**src/rtl/nb_delay_pipe.sv**
```systemverilog
// nb_delay_pipe: cycle-exact, resettable form of `value <= #DELAY in_data`,
// with a sampling checker that keeps sticky pass/fail status.
module nb_delay_pipe #(
   parameter int WIDTH = 4,
   parameter int DELAY = 10
) (
   input  logic             clk,
   input  logic             rst_n,
   input  logic             in_valid,
   input  logic [WIDTH-1:0] in_data,
   output logic [WIDTH-1:0] value,
   output logic             out_valid,
   output logic             delivered,
   output logic [6:0]       inflight,
   input  logic             chk_en,
   input  logic             chk_empty,
   input  logic [WIDTH-1:0] chk_data,
   output logic [7:0]       pass_cnt,
   output logic             fail
);
   logic             r_vld [DELAY];
   logic [WIDTH-1:0] r_dat [DELAY];
   logic             w_dlv;
   logic             w_ok;

   assign w_dlv = r_vld[DELAY-1];
   // the check sees the registered value/delivered, i.e. the pre-delivery state
   assign w_ok  = chk_empty ? !delivered : (delivered && value == chk_data);

   always_ff @(posedge clk or negedge rst_n)
      if (!rst_n) begin
         for (int k = 0; k < DELAY; k++) begin
            r_vld[k] <= 1'b0;
            r_dat[k] <= '0;
         end
         value     <= '0;
         out_valid <= 1'b0;
         delivered <= 1'b0;
         inflight  <= '0;
         pass_cnt  <= '0;
         fail      <= 1'b0;
      end else begin
         r_vld[0] <= in_valid;
         r_dat[0] <= in_data;
         for (int k = 1; k < DELAY; k++) begin
            r_vld[k] <= r_vld[k-1];
            r_dat[k] <= r_dat[k-1];
         end
         out_valid <= w_dlv;
         if (w_dlv) begin
            value     <= r_dat[DELAY-1];
            delivered <= 1'b1;
         end
         inflight <= inflight + 7'(in_valid) - 7'(w_dlv);
         if (chk_en && w_ok && pass_cnt != 8'hFF) pass_cnt <= pass_cnt + 8'd1;
         if (chk_en && !w_ok) fail <= 1'b1;
      end
endmodule

```
**config.mk**
```make
export PLATFORM = sky130hd
export DESIGN_NAME = nb_delay_pipe
export DESIGN_NICKNAME = d
export VERILOG_FILES = /design/src/rtl/nb_delay_pipe.sv
export SDC_FILE = /design/constraint.sdc
export NUM_CORES = 1
export LEC_CHECK = 0
export CAP_MARGIN = 30
export CORE_MARGIN = 3
export CORE_UTILIZATION = 59
export CTS_BUF_LIST = sky130_fd_sc_hd__clkbuf_8
export DETAILED_ROUTE_END_ITERATION = 8
export GPL_ROUTABILITY_DRIVEN = 0
export PLACE_DENSITY = 0.86
export SLEW_MARGIN = 5
export SYNTH_ARGS = -nofsm -noshare
export SYNTH_HDL_FRONTEND = slang
export SYNTH_SLANG_ARGS = --single-unit
export TNS_END_PERCENT = 30
```
**constraint.sdc**
```tcl
create_clock -name clk -period 3.29 [get_ports clk]
set_input_delay 0.329 -clock clk [delete_from_list [all_inputs] [get_ports clk]]
set_output_delay 0.329 -clock clk [all_outputs]
set_load 0.01 [all_outputs]
```
# Word level (Yosys, flattened, before mapping)
# Index checks and enable logic that the tools add are counted.
word_totals:
  register_bits: 72
  output_inout_bits: 22
  word_cells: 38
op_classes:
  add_sub_neg: 3
  eq_ne: 2
  mux: 1
  reduce_logical: 6
ops:
  columns: ["cell", "n"]
  rows:
  - ["8-bit by 1-bit adder with 8-bit output (second input constant)", 1]
  - ["8-bit != test (second input constant)", 1]
  - ["7-bit by 1-bit adder with 7-bit output", 1]
  - ["7-bit by 1-bit subtractor with 7-bit output", 1]
  - ["4-bit equality test", 1]
  - ["1-bit logical AND", 4]
  - ["1-bit logical NOT", 2]
  - ["1-bit two-way mux", 1]

# Longest topological paths before layout
depth:
  ltp_word: 5
  depth_mapped: 11
  depth_no_buf: 11

# Least setup slack after synthesis
# OpenSTA, ideal clock, no wires.
synth_timing:
  path_type: "reg2reg"
  start: "register r_vld, in the netlist w_dlv"
  end: "register inflight[6]"
  t_arrival_ns: 1.963
  required_time_ns: 3.160
  slack_ns: 1.197
  path_stages_with_launch: 11
  path_buffers: 0
  period_less_slack_ns: 2.093
  cell_sequence: "dfrtp_1 > ha_1 > inv_1 > ha_1 > inv_1 > fa_1 > nor2b_1 > o21ai_0 > a21boi_0 > or4_1 > nand3_1"
synth_between:
  elab_chain_cells: 1
synth_lines:
  columns: ["item", "line_no", "text"]
  rows:
  - ["from (decl)", "21", "logic r_vld [DELAY];"]
  - ["from (signal, indexed assignment)", "46", "r_vld[k] <= r_vld[k-1];"]
  - ["7-bit by 1-bit subtractor with 7-bit output", "54", "inflight <= inflight + 7'(in_valid) - 7'(w_dlv);"]
  - ["to (signal assigned)", "54", null]
  - ["to (decl)", "14", "output logic [6:0] inflight,"]
# No other way between the ends.
# A chain may end at the register's enable or synchronous reset.

# Worst setup path in the final report
# Ends and elaborated chain as after synthesis.

==> flow_summary.yaml <==
timing:
  finClkSkew_ps: 8.61
  fin_crit_sh_pct: 73.3
  drv_slew: 0
  finalHoldViolCount: 0
  max_slew_margin_pct: 76.9
  tightestPinTransition_ps: 345
  finalSetupViolCount: 0
  rsz0062_at_grt: "false"
  fin_tns_setup_ps: 0
  fin_crit_ps: 2410
  max_freq_mhz: 414
clock_network:
  root_buffer: "clkbuf_8"
  cts_buffer_depth: 2
  cts_tree: "yes"
  post-cts-setup-buffers: 0
  cts_hold_buf: 0
  cts_resized: 0
  clk_pin_slew_worst_paths_ps: 70
  cts_max_level: 3
  clkLatencyLatePin_ps: 340
  cts.sinks: 72
  cts_made_buffers: 9
flow_run:
  maxCapViolations: 0
detailed_routing:
  drtAntennaViolNets: 0
  via_per_inst: 5.09
  wirelength_mm: 3.70
  drtPass1Iterations: 4
  drtIter0Drc: 55
  wl_per_cell_um: 14.6
  via_count: 1287
  route.detailed.drc: 0
logic_synthesis:
  ys_warn_count: 0
  ys_seq_area_share_pct: 74.8
  synth_most_common_cell: "dfrtp_1"
  synthTopCellsByArea: "dfrtp_1 75%, ha_1 4.2%, xor2_1 2.5%, mux2_2 2.3%, xnor2_1 2.2%"
  synth_cells: 151
  syn_area_mm2: 0.00241
  syn-num-nets: 173
  synth_edf_count: 0
  async_flop_share_pct: 100
  ys_types: 30
  synthTopCellsByCount: "72 x dfrtp_1, 13 x inv_1, 8 x ha_1, 7 x xor2_1, 6 x xnor2_1"
  syn_area_per_cell_um2: 16.0
  synth_top_area_cell: "dfrtp_1"
  synth_top_cell_area_share_pct: 74.8
  synthFlopType: "dfrtp_1"
  ys_ff_latch: 72
global_routing:
  grtUsageMet1_pct: 21.7
  grt_pass1_vias: 1386
  busiest_layer: "met2"
  gr-total-overflow: 0
  grt_max_degree: 47
  grt_usage_pct: 17.6
  grt_pass1_wl_mm: 6.39
  grt_antenna_before_repair: 0
  grt.met2_usage_pct: 26.4
  use_met3_pct: 6.91
finish:
  fillerInstances: 207
  area_delta_synth_final_pct: 25.9
  n_antenna_cell: 0
  multi_input_area_um2: 559
  fin_nets: 222
  drive_gt1_share_pct: 14.6
  regArea_mm2: 0.00180
power_and_ir_drop:
  power.total_w: 0.00237
  vdd_drop_max_mv: 0.525
  p_leak_nw: 1.38
  p_per_area_mw_per_mm2: 780
worst_setup_path:
  rr_worst_depth: 10
  worstPathRequired_ps: 3500
  crit_chain: "ha_1 -> inv_1 -> ha_1 -> inv_1 -> fa_1 -> nor2b_1 -> o21ai_0 -> a21boi_0 -> or4_1 -> nand3_1"
  crit_arrival_ps: 2620
  endpoint_kind: "flop"
  critPathMaxFanout: 7
  slowest_stage: "dfrtp_1"
  rrSetupSlack_ps: 880
  startpoint_type: "flop"
  r2r_start: "w_dlv"
  r2r_end: "inflight[6]"
  max_stage_delay_ps: 540
  critPathKind: "flop to flop"
floorplanning:
  rows: 22
  die_y_um: 69.9
  initial_core_util_pct: 63.4
  fp.dieW_um: 69.9
  die-area_mm2: 0.00489
  ios: 35
  core_mm2: 0.00380
hold_path:
  hold_path.class: "primary input to async pin"
place:
  io_buffers: 34
  hpwl_mm: 2.52
status:
  status: "completed"
[logic make-up (layout without fill, tap and decap cells)]
logic type | count (synthesis) | in the layout | synth area share, %
buffers and inverters | 13 | 67 | 2.03
DFF | 72 | 72 | 74.8
AOI/OAI and AO/OA | 12 | 12 | 4.15
and+or+nand+nor | 26 | 26 | 6.54
xor gates and xnor gates | 13 | 13 | 4.72
adders and majority gates | 9 | 9 | 4.98
muxes | 6 | 6 | 2.80
[stage by stage]
stage | hold WS, ps | util, % | area (µm²) | worst slack, ps | std cells
floorplan | 33.4 | - | 2410 | 1200 | 151
global placement | 334 | 74.2 | 2820 | 1050 | 235
detailed placement | 335 | 74.2 | 2820 | 860 | 235
CTS | 164 | 79.1 | 3000 | 881 | 251
global route | 337 | 79.9 | 3030 | 693 | 253
finish | 345 | 79.9 | 3030 | 877 | 253
[final cells by class]
type,instances,share of cell area (%)
sequential,72,59.4
multi-input combinational,66,18.4
timing repair buffer,38,12.5
clock buffer,11,4.99
tap,48,1.98
inverter,13,1.61
clock inverter,5,1.07
[critical path: cells and delay by family (launching register included)]
family | cells | cell delay (ps)
fa+ha+maj | 3 | 870
compound gates | 2 | 390
flops | 1 | 540
buf+inv | 2 | 120
simple gates | 3 | 350
[placed cells by master (no fill, tap or decap), drive strengths merged]
cell,Yosys,final
clkinvlp,0,2
o211ai,1,1
nor2b,2,2
and2,1,1
xnor2,6,6
o41a,1,1
fa,1,1
o21ai,3,3
a21o,2,2
nor3b,2,2
clkinv,0,2
clkdlybuf4s50,0,33
a21oi,3,3
dfrtp,72,72
nor3,3,3
mux2,6,6
buf,0,4
a41oi,1,1
xor2,7,7
or4,1,1
and3,1,1
inv,13,14
ha,8,8
dlygate4sd3,0,1
or2,1,1
nand2b,1,1
nor2,3,3
nand3,4,4
nor4,2,2
clkbuf,0,11
nand4,1,1
nand2,4,4
a21boi,1,1
[state kept, by name, summed over array words and instances, names as in the netlist]
name / flops
r_vld: 9
pass_cnt: 8
w_dlv: 1
inflight: 7
r_dat: 40
out_valid: 1
delivered: 1
fail: 1
value: 4
[worst max-delay path by stage]
stage	cells past startpoint	slack (ps)	endpoint	start
after floorplan	10	1200	inflight[6]	w_dlv
final	10	880	inflight[6]	w_dlv
after CTS	10	880	inflight[6]	w_dlv
after detailed placement	10	860	inflight[6]	w_dlv
after global routing	10	690	inflight[6]	w_dlv
after global placement	10	1050	inflight[6]	w_dlv
[power breakdown]
part	internal, W	leakage (nW)	switching, W
Clock	0.000312	0.0927	0.000308
Sequential	0.00100	0.840	0.0000835
Combinational	0.000350	0.444	0.000314
[metal layers]
layer  wire (µm)  vias to the layer above
met2        1850                       37
met4          45                        0
li1            -                      595
met5           0                        -
met1        1600                      651
met3         210                        4
No activity file was read; power rests on OpenSTA's default activity.
